## src/rtl/spdif_frame_sequencer_if.sv

```systemverilog
// Sample-input and subframe-output bundle between the I2S side, the frame sequencer
// and the biphase serializer.
interface spdif_frame_sequencer_if;
    logic        in_valid;
    logic        in_chan;
    logic [23:0] in_data;
    logic [31:0] cs_bits;
    logic        sf_ready;
    logic        sf_valid;
    logic [1:0]  sf_preamble;
    logic [27:0] sf_payload;
    logic [7:0]  frame_idx;
    logic        locked;
    logic [15:0] underrun_cnt;

    modport master (
        output in_valid, in_chan, in_data, cs_bits, sf_ready,
        input  sf_valid, sf_preamble, sf_payload, frame_idx, locked, underrun_cnt
    );

    modport slave (
        input  in_valid, in_chan, in_data, cs_bits, sf_ready,
        output sf_valid, sf_preamble, sf_payload, frame_idx, locked, underrun_cnt
    );
endinterface

```

## src/rtl/spdif_frame_sequencer.sv

```systemverilog
// Pairs I2S L/R strobes into stereo frames and emits one S/PDIF subframe at a time,
// sequencing the 192-frame block and muting when unlocked or starved.
module spdif_frame_sequencer #(
    parameter int unsigned LOCK_PAIRS  = 4,
    parameter int unsigned TIMEOUT_CYC = 2048,
    parameter logic [31:0] CS_DEFAULT  = 32'h0
) (
    input  logic clk,
    input  logic rst,
    spdif_frame_sequencer_if.slave bus
);
    localparam int unsigned AW   = 24;
    localparam int unsigned FW   = 8;
    localparam int unsigned UW   = 16;
    localparam int unsigned WD_W = $clog2(TIMEOUT_CYC + 1);
    localparam int unsigned PC_W = $clog2(LOCK_PAIRS + 1);
    localparam logic [FW-1:0] LAST_FRAME = FW'(191);
    localparam logic [1:0] PRE_B = 2'd0;
    localparam logic [1:0] PRE_M = 2'd1;
    localparam logic [1:0] PRE_W = 2'd2;

    typedef enum logic [1:0] {UNLOCKED, SYNC, LOCKED} lock_state_t;

    lock_state_t     state, state_next;
    logic [PC_W-1:0] pair_cnt, pair_cnt_next;
    logic            locked_q, locked_next;
    logic [WD_W-1:0] wd;

    logic            half, full;
    logic [AW-1:0]   pend_l, pair_l, pair_r;

    logic            sf_valid_q, is_right, v_hold;
    logic [1:0]      preamble_q;
    logic [27:0]     payload_q;
    logic [FW-1:0]   frame_q;
    logic [AW-1:0]   aud_r;
    logic [UW-1:0]   underrun_q;
    logic [31:0]     cs_latch;

    logic            strobe_l_c, strobe_r_c, pair_done_c, timeout_c;
    logic            present_c, next_right_c, fetch_c, take_c, wrap_c, c_bit_c, v_c;
    logic [FW-1:0]   frame_next_c;
    logic [31:0]     cs_eff_c;
    logic [AW-1:0]   audio_c;
    logic [26:0]     body_c;
    logic [1:0]      preamble_c;

    assign strobe_l_c  = bus.in_valid & ~bus.in_chan;
    assign strobe_r_c  = bus.in_valid & bus.in_chan;
    assign pair_done_c = strobe_r_c & half;
    assign timeout_c   = ~bus.in_valid & (wd == WD_W'(TIMEOUT_CYC - 1));

    // Lock FSM next state
    always_comb begin
        state_next    = state;
        pair_cnt_next = pair_cnt;
        locked_next   = locked_q;
        if (timeout_c) begin
            state_next    = UNLOCKED;
            pair_cnt_next = '0;
            locked_next   = 1'b0;
        end else begin
            case (state)
                UNLOCKED: begin
                    if (strobe_l_c) begin
                        state_next    = SYNC;
                        pair_cnt_next = '0;
                    end
                end
                SYNC: begin
                    if ((strobe_l_c & half) | (strobe_r_c & ~half)) begin
                        pair_cnt_next = '0;
                    end else if (pair_done_c) begin
                        pair_cnt_next = pair_cnt + PC_W'(1);
                        if (pair_cnt == PC_W'(LOCK_PAIRS - 1)) begin
                            state_next  = LOCKED;
                            locked_next = 1'b1;
                        end
                    end
                end
                LOCKED:  state_next = LOCKED;
                default: state_next = UNLOCKED;
            endcase
        end
    end

    always_ff @(posedge clk) begin
        if (rst) begin
            state    <= UNLOCKED;
            pair_cnt <= '0;
            locked_q <= 1'b0;
            wd       <= '0;
        end else begin
            state    <= state_next;
            pair_cnt <= pair_cnt_next;
            locked_q <= locked_next;
            if (bus.in_valid) begin
                wd <= '0;
            end else if (wd != WD_W'(TIMEOUT_CYC)) begin
                wd <= wd + WD_W'(1);
            end
        end
    end

    // Pair buffer: completed pair kept apart from the half being assembled
    always_ff @(posedge clk) begin
        if (rst) begin
            half   <= 1'b0;
            full   <= 1'b0;
            pend_l <= '0;
            pair_l <= '0;
            pair_r <= '0;
        end else if (timeout_c) begin
            half <= 1'b0;
            full <= 1'b0;
        end else begin
            if (fetch_c & take_c) full <= 1'b0;
            if (strobe_l_c) begin
                pend_l <= bus.in_data;
                half   <= 1'b1;
            end
            if (pair_done_c) begin
                pair_l <= pend_l;
                pair_r <= bus.in_data;
                full   <= 1'b1;
                half   <= 1'b0;
            end
        end
    end

    assign present_c    = ~sf_valid_q | bus.sf_ready;
    assign next_right_c = sf_valid_q & ~is_right;
    assign fetch_c      = present_c & ~next_right_c;
    assign wrap_c       = sf_valid_q & is_right & (frame_q == LAST_FRAME);
    assign take_c       = locked_q & full;
    assign cs_eff_c     = wrap_c ? bus.cs_bits : cs_latch;

    // Next subframe contents
    always_comb begin
        frame_next_c = frame_q;
        if (!sf_valid_q || wrap_c) begin
            frame_next_c = '0;
        end else if (is_right) begin
            frame_next_c = frame_q + FW'(1);
        end
        c_bit_c    = (frame_next_c < FW'(32)) ? cs_eff_c[frame_next_c[4:0]] : 1'b0;
        audio_c    = next_right_c ? aud_r : (take_c ? pair_l : '0);
        v_c        = next_right_c ? v_hold : ~take_c;
        body_c     = {c_bit_c, 1'b0, v_c, audio_c};
        preamble_c = next_right_c ? PRE_W : ((frame_next_c == '0) ? PRE_B : PRE_M);
    end

    always_ff @(posedge clk) begin
        if (rst) begin
            sf_valid_q <= 1'b0;
            is_right   <= 1'b0;
            preamble_q <= PRE_B;
            payload_q  <= '0;
            frame_q    <= '0;
            aud_r      <= '0;
            v_hold     <= 1'b1;
            underrun_q <= '0;
            cs_latch   <= CS_DEFAULT;
        end else if (present_c) begin
            sf_valid_q <= 1'b1;
            is_right   <= next_right_c;
            preamble_q <= preamble_c;
            payload_q  <= {^body_c, body_c};
            frame_q    <= frame_next_c;
            if (wrap_c) cs_latch <= bus.cs_bits;
            // Left presentation decides audio/mute for the whole frame
            if (fetch_c) begin
                aud_r  <= take_c ? pair_r : '0;
                v_hold <= ~take_c;
                if (locked_q && !full && underrun_q != 16'hFFFF) begin
                    underrun_q <= underrun_q + UW'(1);
                end
            end
        end
    end

    assign bus.sf_valid     = sf_valid_q;
    assign bus.sf_preamble  = preamble_q;
    assign bus.sf_payload   = payload_q;
    assign bus.frame_idx    = frame_q;
    assign bus.locked       = locked_q;
    assign bus.underrun_cnt = underrun_q;
endmodule
```

## src/flat_wrapper.sv

```systemverilog
// flat-port wrapper written by rule: the top's interface ports become plain ports
module spdif_frame_sequencer_flat 
#(
    parameter int unsigned LOCK_PAIRS  = 4,
    parameter int unsigned TIMEOUT_CYC = 2048,
    parameter logic [31:0] CS_DEFAULT  = 32'h0
)
  (clk, rst, bus_in_valid, bus_in_chan, bus_in_data, bus_cs_bits, bus_sf_ready, bus_sf_valid, bus_sf_preamble, bus_sf_payload, bus_frame_idx, bus_locked, bus_underrun_cnt);
  spdif_frame_sequencer_if bus_i ();
  input  logic clk;
  input  logic rst;
  input wire logic [$bits(bus_i.in_valid)-1:0] bus_in_valid;
  input wire logic [$bits(bus_i.in_chan)-1:0] bus_in_chan;
  input wire logic [$bits(bus_i.in_data)-1:0] bus_in_data;
  input wire logic [$bits(bus_i.cs_bits)-1:0] bus_cs_bits;
  input wire logic [$bits(bus_i.sf_ready)-1:0] bus_sf_ready;
  output wire logic [$bits(bus_i.sf_valid)-1:0] bus_sf_valid;
  output wire logic [$bits(bus_i.sf_preamble)-1:0] bus_sf_preamble;
  output wire logic [$bits(bus_i.sf_payload)-1:0] bus_sf_payload;
  output wire logic [$bits(bus_i.frame_idx)-1:0] bus_frame_idx;
  output wire logic [$bits(bus_i.locked)-1:0] bus_locked;
  output wire logic [$bits(bus_i.underrun_cnt)-1:0] bus_underrun_cnt;
  assign bus_i.in_valid = bus_in_valid;
  assign bus_i.in_chan = bus_in_chan;
  assign bus_i.in_data = bus_in_data;
  assign bus_i.cs_bits = bus_cs_bits;
  assign bus_i.sf_ready = bus_sf_ready;
  assign bus_sf_valid = bus_i.sf_valid;
  assign bus_sf_preamble = bus_i.sf_preamble;
  assign bus_sf_payload = bus_i.sf_payload;
  assign bus_frame_idx = bus_i.frame_idx;
  assign bus_locked = bus_i.locked;
  assign bus_underrun_cnt = bus_i.underrun_cnt;
  spdif_frame_sequencer #(.LOCK_PAIRS(LOCK_PAIRS), .TIMEOUT_CYC(TIMEOUT_CYC), .CS_DEFAULT(CS_DEFAULT)) u_core (.clk(clk), .rst(rst), .bus(bus_i));
endmodule
```

## config.mk

```make
export PLATFORM = sky130hd
export DESIGN_NAME = spdif_frame_sequencer_flat
export DESIGN_NICKNAME = d
export VERILOG_FILES = /design/src/rtl/spdif_frame_sequencer_if.sv /design/src/rtl/spdif_frame_sequencer.sv /design/src/flat_wrapper.sv
export SDC_FILE = /design/constraint.sdc
export NUM_CORES = 1
export LEC_CHECK = 0
export CAP_MARGIN = 20
export CELL_PAD_IN_SITES_DETAIL_PLACEMENT = 1
export CELL_PAD_IN_SITES_GLOBAL_PLACEMENT = 2
export CORE_MARGIN = 5
export CORE_UTILIZATION = 29
export CTS_CLUSTER_SIZE = 8
export DETAILED_ROUTE_END_ITERATION = 12
export HOLD_SLACK_MARGIN = 0.12
export PLACE_DENSITY = 0.73
export SETUP_SLACK_MARGIN = 0.05
export SLEW_MARGIN = 25
export SYNTH_ARGS = -nofsm -noshare
export SYNTH_HDL_FRONTEND = slang
export SYNTH_SLANG_ARGS = --single-unit
export TNS_END_PERCENT = 50
```

## constraint.sdc

```tcl
create_clock -name clk -period 2.5 [get_ports clk]
set_clock_uncertainty 0.05 [all_clocks]
set_input_delay 0.25 -clock clk [delete_from_list [all_inputs] [get_ports clk]]
set_output_delay 0.25 -clock clk [all_outputs]
set_load 0.01 [all_outputs]
```

* Word level (Yosys, flattened, before mapping)
Cells that the tools add are included.
** Storage, ports and cells
- Register bits :: 204
- Output and inout port bits :: 56
** Operators by class
- $add $sub $neg :: 4
- Magnitude comparators :: 2
- Eq/ne operators :: 12
- Multiplexer cells :: 23
- Bitwise gates (word level) :: 23
- Reductions and logical operators :: 20
** Operator list (number)
- 24-bit 2-to-1 mux :: 3
- 32-bit 2-to-1 mux :: 1
- 27-bit XOR reduction :: 1
- 16-bit by 1-bit adder with 16-bit output (second input constant) :: 1
- 8-bit 2-to-1 mux :: 2
- 16-bit != test (second input constant) :: 1
- 12-bit by 1-bit adder with 12-bit output (second input constant) :: 1
- 1-bit AND :: 12
- 12-bit by 11-bit == test with 1-bit output (second input constant) :: 1
- 12-bit != test (second input constant) :: 1
- 2-bit 2-to-1 mux :: 5
- 3-bit 2-to-1 mux :: 3
- 1-bit inverter :: 9
- 8-bit by 1-bit adder with 8-bit output (second input constant) :: 1
- 8-bit == test (second input constant) :: 1
- 8-bit zero test :: 1
- 8-bit by 6-bit < comparator with 1-bit output (second input constant) :: 1
- 4-bit AND reduction :: 2
- 5-bit by 6-bit < comparator with 1-bit output (second input constant) :: 1
- 1-bit 2-to-1 mux :: 6
- 2-bit by 1-bit != test with 1-bit output (second input constant) :: 3
- 2-bit case mux with 3 select lines :: 1
- 3-bit case mux with 2 select lines :: 1
- 2-bit AND reduction :: 3
- 16 further kinds :: 22

* Depth between registers and ports, before layout
- Depth after elaboration :: 8
- Gate-level depth with buffers :: 10
- Mapped depth without buffers :: 9

* Worst setup path before layout
No wires, ideal clock.
- Path kind :: register to register
- Start :: register u_core.frame_q[1] (netlist: u_core.bus.frame_idx[1])
- End :: register u_core.payload_q[27] (netlist: u_core.bus.sf_payload[27])
- Data arrival time :: 2368 ps
- Setup slack :: -49 ps
- Stages on the path, launching flop included :: 11
- Buffers on the path :: 1
- Clock period less this slack :: 2549 ps
- Cell sequence :: dfxtp_1 ha_1 mux2_2 o211a_1 clkbuf_1 a21boi_0 a2111o_1 o2111ai_1 o311a_1 xor2_1 a21oi_1
** Between the ends
- Word-level cells in the longest chain between the ends :: 8
- Elaborated cells between the ends (all ways) :: 12
- Classes of those cells :: 1 x add/sub; 1 x order compare; 1 x eq/ne; 6 x mux; 1 x bitwise; 2 x reduce/logical
** Ends and longest elaborated chain
- from (decl) :: RTL line spdif_frame_sequencer.sv:35 : logic [FW-1:0] frame_q;
- from (signal assigned) :: RTL line spdif_frame_sequencer.sv:169 : frame_q <= frame_next_c;
- branches (longest 6 deep; another with 8-bit by 1-bit adder with 8-bit output)
- 1-bit 2-to-1 mux (*) :: RTL line spdif_frame_sequencer.sv:146 : c_bit_c = (frame_next_c < FW'(32)) ? cs_eff_c[frame_next_c[4:0]] : 1'b0;
- 27-bit XOR reduction (*) :: RTL line spdif_frame_sequencer.sv:168 : payload_q <= {^body_c, body_c};
- to (signal assigned) :: RTL line spdif_frame_sequencer.sv:168
- to (decl) :: RTL line spdif_frame_sequencer.sv:34 : logic [27:0] payload_q;
Every way passes the cells marked *. The select of a mux whose other input is x is not followed.
A chain may end at the register's enable or synchronous reset.

==> results.md <==
- Largest net degree at the start of global routing: 74
- WHS Endpoint: u_core.cs_latch[17]
- Met2 Usage GRT: 27.0%
- RSZ-0062 raised after global routing: true
- Critical R2R Launch: u_core.bus.sf_preamble[1]
- Register-to-Register Setup Slack: 0.04 ns
- Synth Area per Inst: 8.21 µm²
- M3 GR Usage: 2.91%
- Synth Area in Simple Gates: 22.5%
- FMAX: 407 MHz
- Synth area leader: dfxtp_1
- Placeable Area: 29700 µm²
- Pwr/cell area: 641 nW/µm²
- YS warnings: 0
- Clock slew at reported path FFs: 0.05 ns
- Worst Hold Path Cells: 3
- Worst path required time: 2.92 ns
- Register bit total from synthesis: 203
- Post-synthesis sequential area ratio: 46.5%
- Fill cell count: 3491
- Setup crit start: u_core.bus.sf_preamble[1]
- Adder-Cell Fraction of Synth Area: 1.14%
- Chip width: 184 µm
- Synth top area share: 46.5%
- Clock tree sinks: 203
- Status: finished clean
- Final routed DRC violation total: 0
- First-pass GRT wire length: 45.2 mm
- Largest family of logic cells by synthesized area: simple AND/OR/NAND/NOR gates
- Final number of max-transition violations: 0
- Max cap viols: 0
- Min Hold Slack: 0.213 ns
- Period utilization: 98.2%
- Die height: 184 µm
- Worst path arrival time: 2.87 ns
- Ant diodes: 0
- Worst slew margin: 45.5%
- Cell with the most instances after synthesis: nand2_1
- Vias per Instance: 4.98
- Post-layout minimum cycle time: 2.46 ns
- Max stage delay on crit path: 0.43 ns
- Initial antenna violation count: 1
- Post-synthesis net count: 1134
- Worst-margin pin slew: 0.818 ns
- Vias after detailed routing: 7970
- CTS tree: built
- Setup Crit Path Kind: register to register
- Startpoint type of the worst setup path: register
- Clk_lat worst skew: 0.55 ns
- Critical Path Fanout Max: 7
- Post-synthesis compound-gate area fraction: 17.7%
- Total global routing track utilization: 16.3%
- Post-DRT Antenna Nets: 0
- Cells along the critical path: buf_12 -> xor2_4 -> buf_6 -> mux2i_1 -> nor3_1 -> nor4_1 -> or4_1 -> o311a_1 -> xor2_1 -> a21oi_1
- PortBufs: 115
- Synth-to-Final Area Change: 31.5%
- Hpwl dp: 19.4 mm
- Final setup fails: 0
- Largest cells by area after synthesis: dfxtp_1 (46%), nand2_1 (11%), a21oi_1 (7.7%), nor2_1 (3.3%), xnor2_1 (2.8%)
- Asr flop ratio synth: 0%
- Util after Layout: 38.7%
- Gr busiest metal: met2
- Mux cell area share after synthesis: 1.36%
- Site Rows: 63
- First DRT Iteration DRCs: 341
- M1 GR Usage: 22.3%
- Post-synth EDFFs: 0
- Layout cell share with drive strength beyond 1: 10.6%
- Die area: 33700 µm²
- Vias in the first global route: 8204
- Total global routing overflow: 0
- Final wirelength: 28.0 mm
- Cell count after synthesis: 1065
- H-tree levels: 1
- CP max stage cell: or4_1
- Ys flop type: dfxtp_1
- Lkg Pwr: 0.00403 µW
- Starting density of the core: 29.4%
- Area share of xor/xnor cells in the synthesized design: 6.48%
- Number of I/O pins: 117
- Worst vdd ir: 0.495 mV
- Drt wl/cell: 17.5 µm
- Nets: 1276
- Reg2Reg Depth: 10
- Post-Layout Cell Count: 1599
- Syn Std Cell Area: 8740 µm²
- Hold Violations, Final: 0
- Hold path start: bus_cs_bits[17]
- Root Buffer: clkbuf_16
- Library cells used by synthesis: 68
- DP Cell Count: 1559
- RR Endpoint: u_core.bus.sf_payload[27]
- Routability cong.: 0.865
- Pre-antenna DRT Iters: 4
- Clk buf depth: 3
- Crit. End Element: register
- Worst min-delay path class: primary input to register
- Number of buffers created by CTS: 29
- Most instantiated cells after synthesis: nand2_1 (254), dfxtp_1 (203), a21oi_1 (134), nor2_1 (77), clkbuf_1 (56)
through the flow:
stage               worst slack, ns  total power (µW)  instance area [µm²]  TNS [ns]
floorplan                    0.0693              3710                 8740         0
global placement           -0.00364              3990                10600  -0.00364
detailed placement          -0.0181              3990                10600   -0.0181
CTS                          0.0531              7480                11500         0
global route                -0.0777              7690                11500    -0.108
finish                       0.0445              7370                11500         0
cell usage in the layout, fill, tap and decap left out, types with 3 or more instances in the layout:
| cell type | netlist | layout |
|---|---|---|
| a221oi_1 | 26 | 26 |
| nand2b_1 | 3 | 3 |
| mux2_2 | 4 | 4 |
| buf_4 | 5 | 59 |
| xnor2_1 | 28 | 28 |
| nand2_1 | 254 | 254 |
| and3_1 | 7 | 6 |
| dfxtp_1 | 203 | 201 |
| a22o_1 | 24 | 24 |
| a31oi_1 | 6 | 6 |
| xor2_1 | 24 | 24 |
| buf_12 | 1 | 6 |
| a211oi_1 | 4 | 4 |
| clkdlybuf4s50_1 | 0 | 114 |
| a21oi_1 | 134 | 133 |
| o211ai_1 | 3 | 3 |
| nor2_1 | 77 | 76 |
| nor4_1 | 7 | 7 |
| inv_1 | 14 | 13 |
| clkbuf_16 | 0 | 29 |
| xnor3_1 | 3 | 3 |
| nor3_1 | 29 | 29 |
| nand3_1 | 27 | 27 |
| o22ai_1 | 6 | 6 |
| ha_1 | 8 | 7 |
| o21ai_0 | 28 | 28 |
| or3_1 | 14 | 14 |
| mux2i_1 | 6 | 6 |
| nand4_1 | 6 | 6 |
| or4_1 | 4 | 4 |
power by group:
group | switching, µW | internal [µW]
registers | 39.1 | 3310
clock network | 1380 | 2040
logic | 326 | 274
critical path: cells and delay by family, from the launching register on:
kind / cells / cell delay, ns
AND/OR/NAND/NOR: 3 / 0.66
flip-flops: 1 / 0.37
XOR/XNOR: 2 / 0.39
buffers and inverters: 2 / 0.31
multiplexers: 1 / 0.08
AO/OA/AOI/OAI: 2 / 0.51
cell type report:
type | count | area [µm²] | area share [%]
Multi-Input combinational cell | 776 | 4360 | 37.9
Sequential cell | 203 | 4070 | 35.4
Timing Repair Buffer | 183 | 1770 | 15.4
Clock buffer | 31 | 733 | 6.38
Tap cell | 390 | 488 | 4.24
Inverter | 14 | 56.3 | 0.490
Clock inverter | 2 | 25.0 | 0.218
timing repair:
item                                    4_1_cts  5_1_grt
setup buffers                                 2        3
resized for setup                             7        3
hold buffers                                  1        0
endpoints found under the setup margin        2        8
endpoints found under the hold margin         1        0
cloned                                        1        0
pin swaps                                     3        2
how the worst max path moves through the flow:
stage / cells after the start / endpoint
2_1_floorplan: 10 / u_core.bus.sf_payload[27]
6_report: 10 / u_core.bus.sf_payload[27]
3_5_place_dp: 9 / u_core.bus.sf_payload[27]
5_1_grt: 10 / u_core.bus.sf_payload[27]
3_3_place_gp: 9 / u_core.bus.sf_payload[27]
4_1_cts: 10 / u_core.bus.sf_payload[27]
flip-flops by register name, indices dropped and copies added (netlist names), 12 cells and up:
register / cells
u_core.cs_latch: 32
u_core.pend_l: 24
u_core.bus.underrun_cnt: 16
u_core.wd: 12
u_core.bus.sf_payload: 27
u_core.pair_l: 24
u_core.aud_r: 24
u_core.pair_r: 24
metal layers:
layer	routed length (µm)	part of all wire, %
met1	13300	48
met2	12800	46
met3	1290	4.6
met4	530	1.9
met5	13	0.046
cell families after synthesis:
| group | count (synthesis) |
|---|---|
| AO/OA/AOI/OAI | 251 |
| XOR/XNOR | 57 |
| adder cells (fa/ha/maj) | 8 |
| buffers and inverters | 86 |
| flip-flops | 203 |
| multiplexers | 11 |
| other | 1 |
| AND/OR/NAND/NOR | 448 |
(Power assumes the default switching activity.)
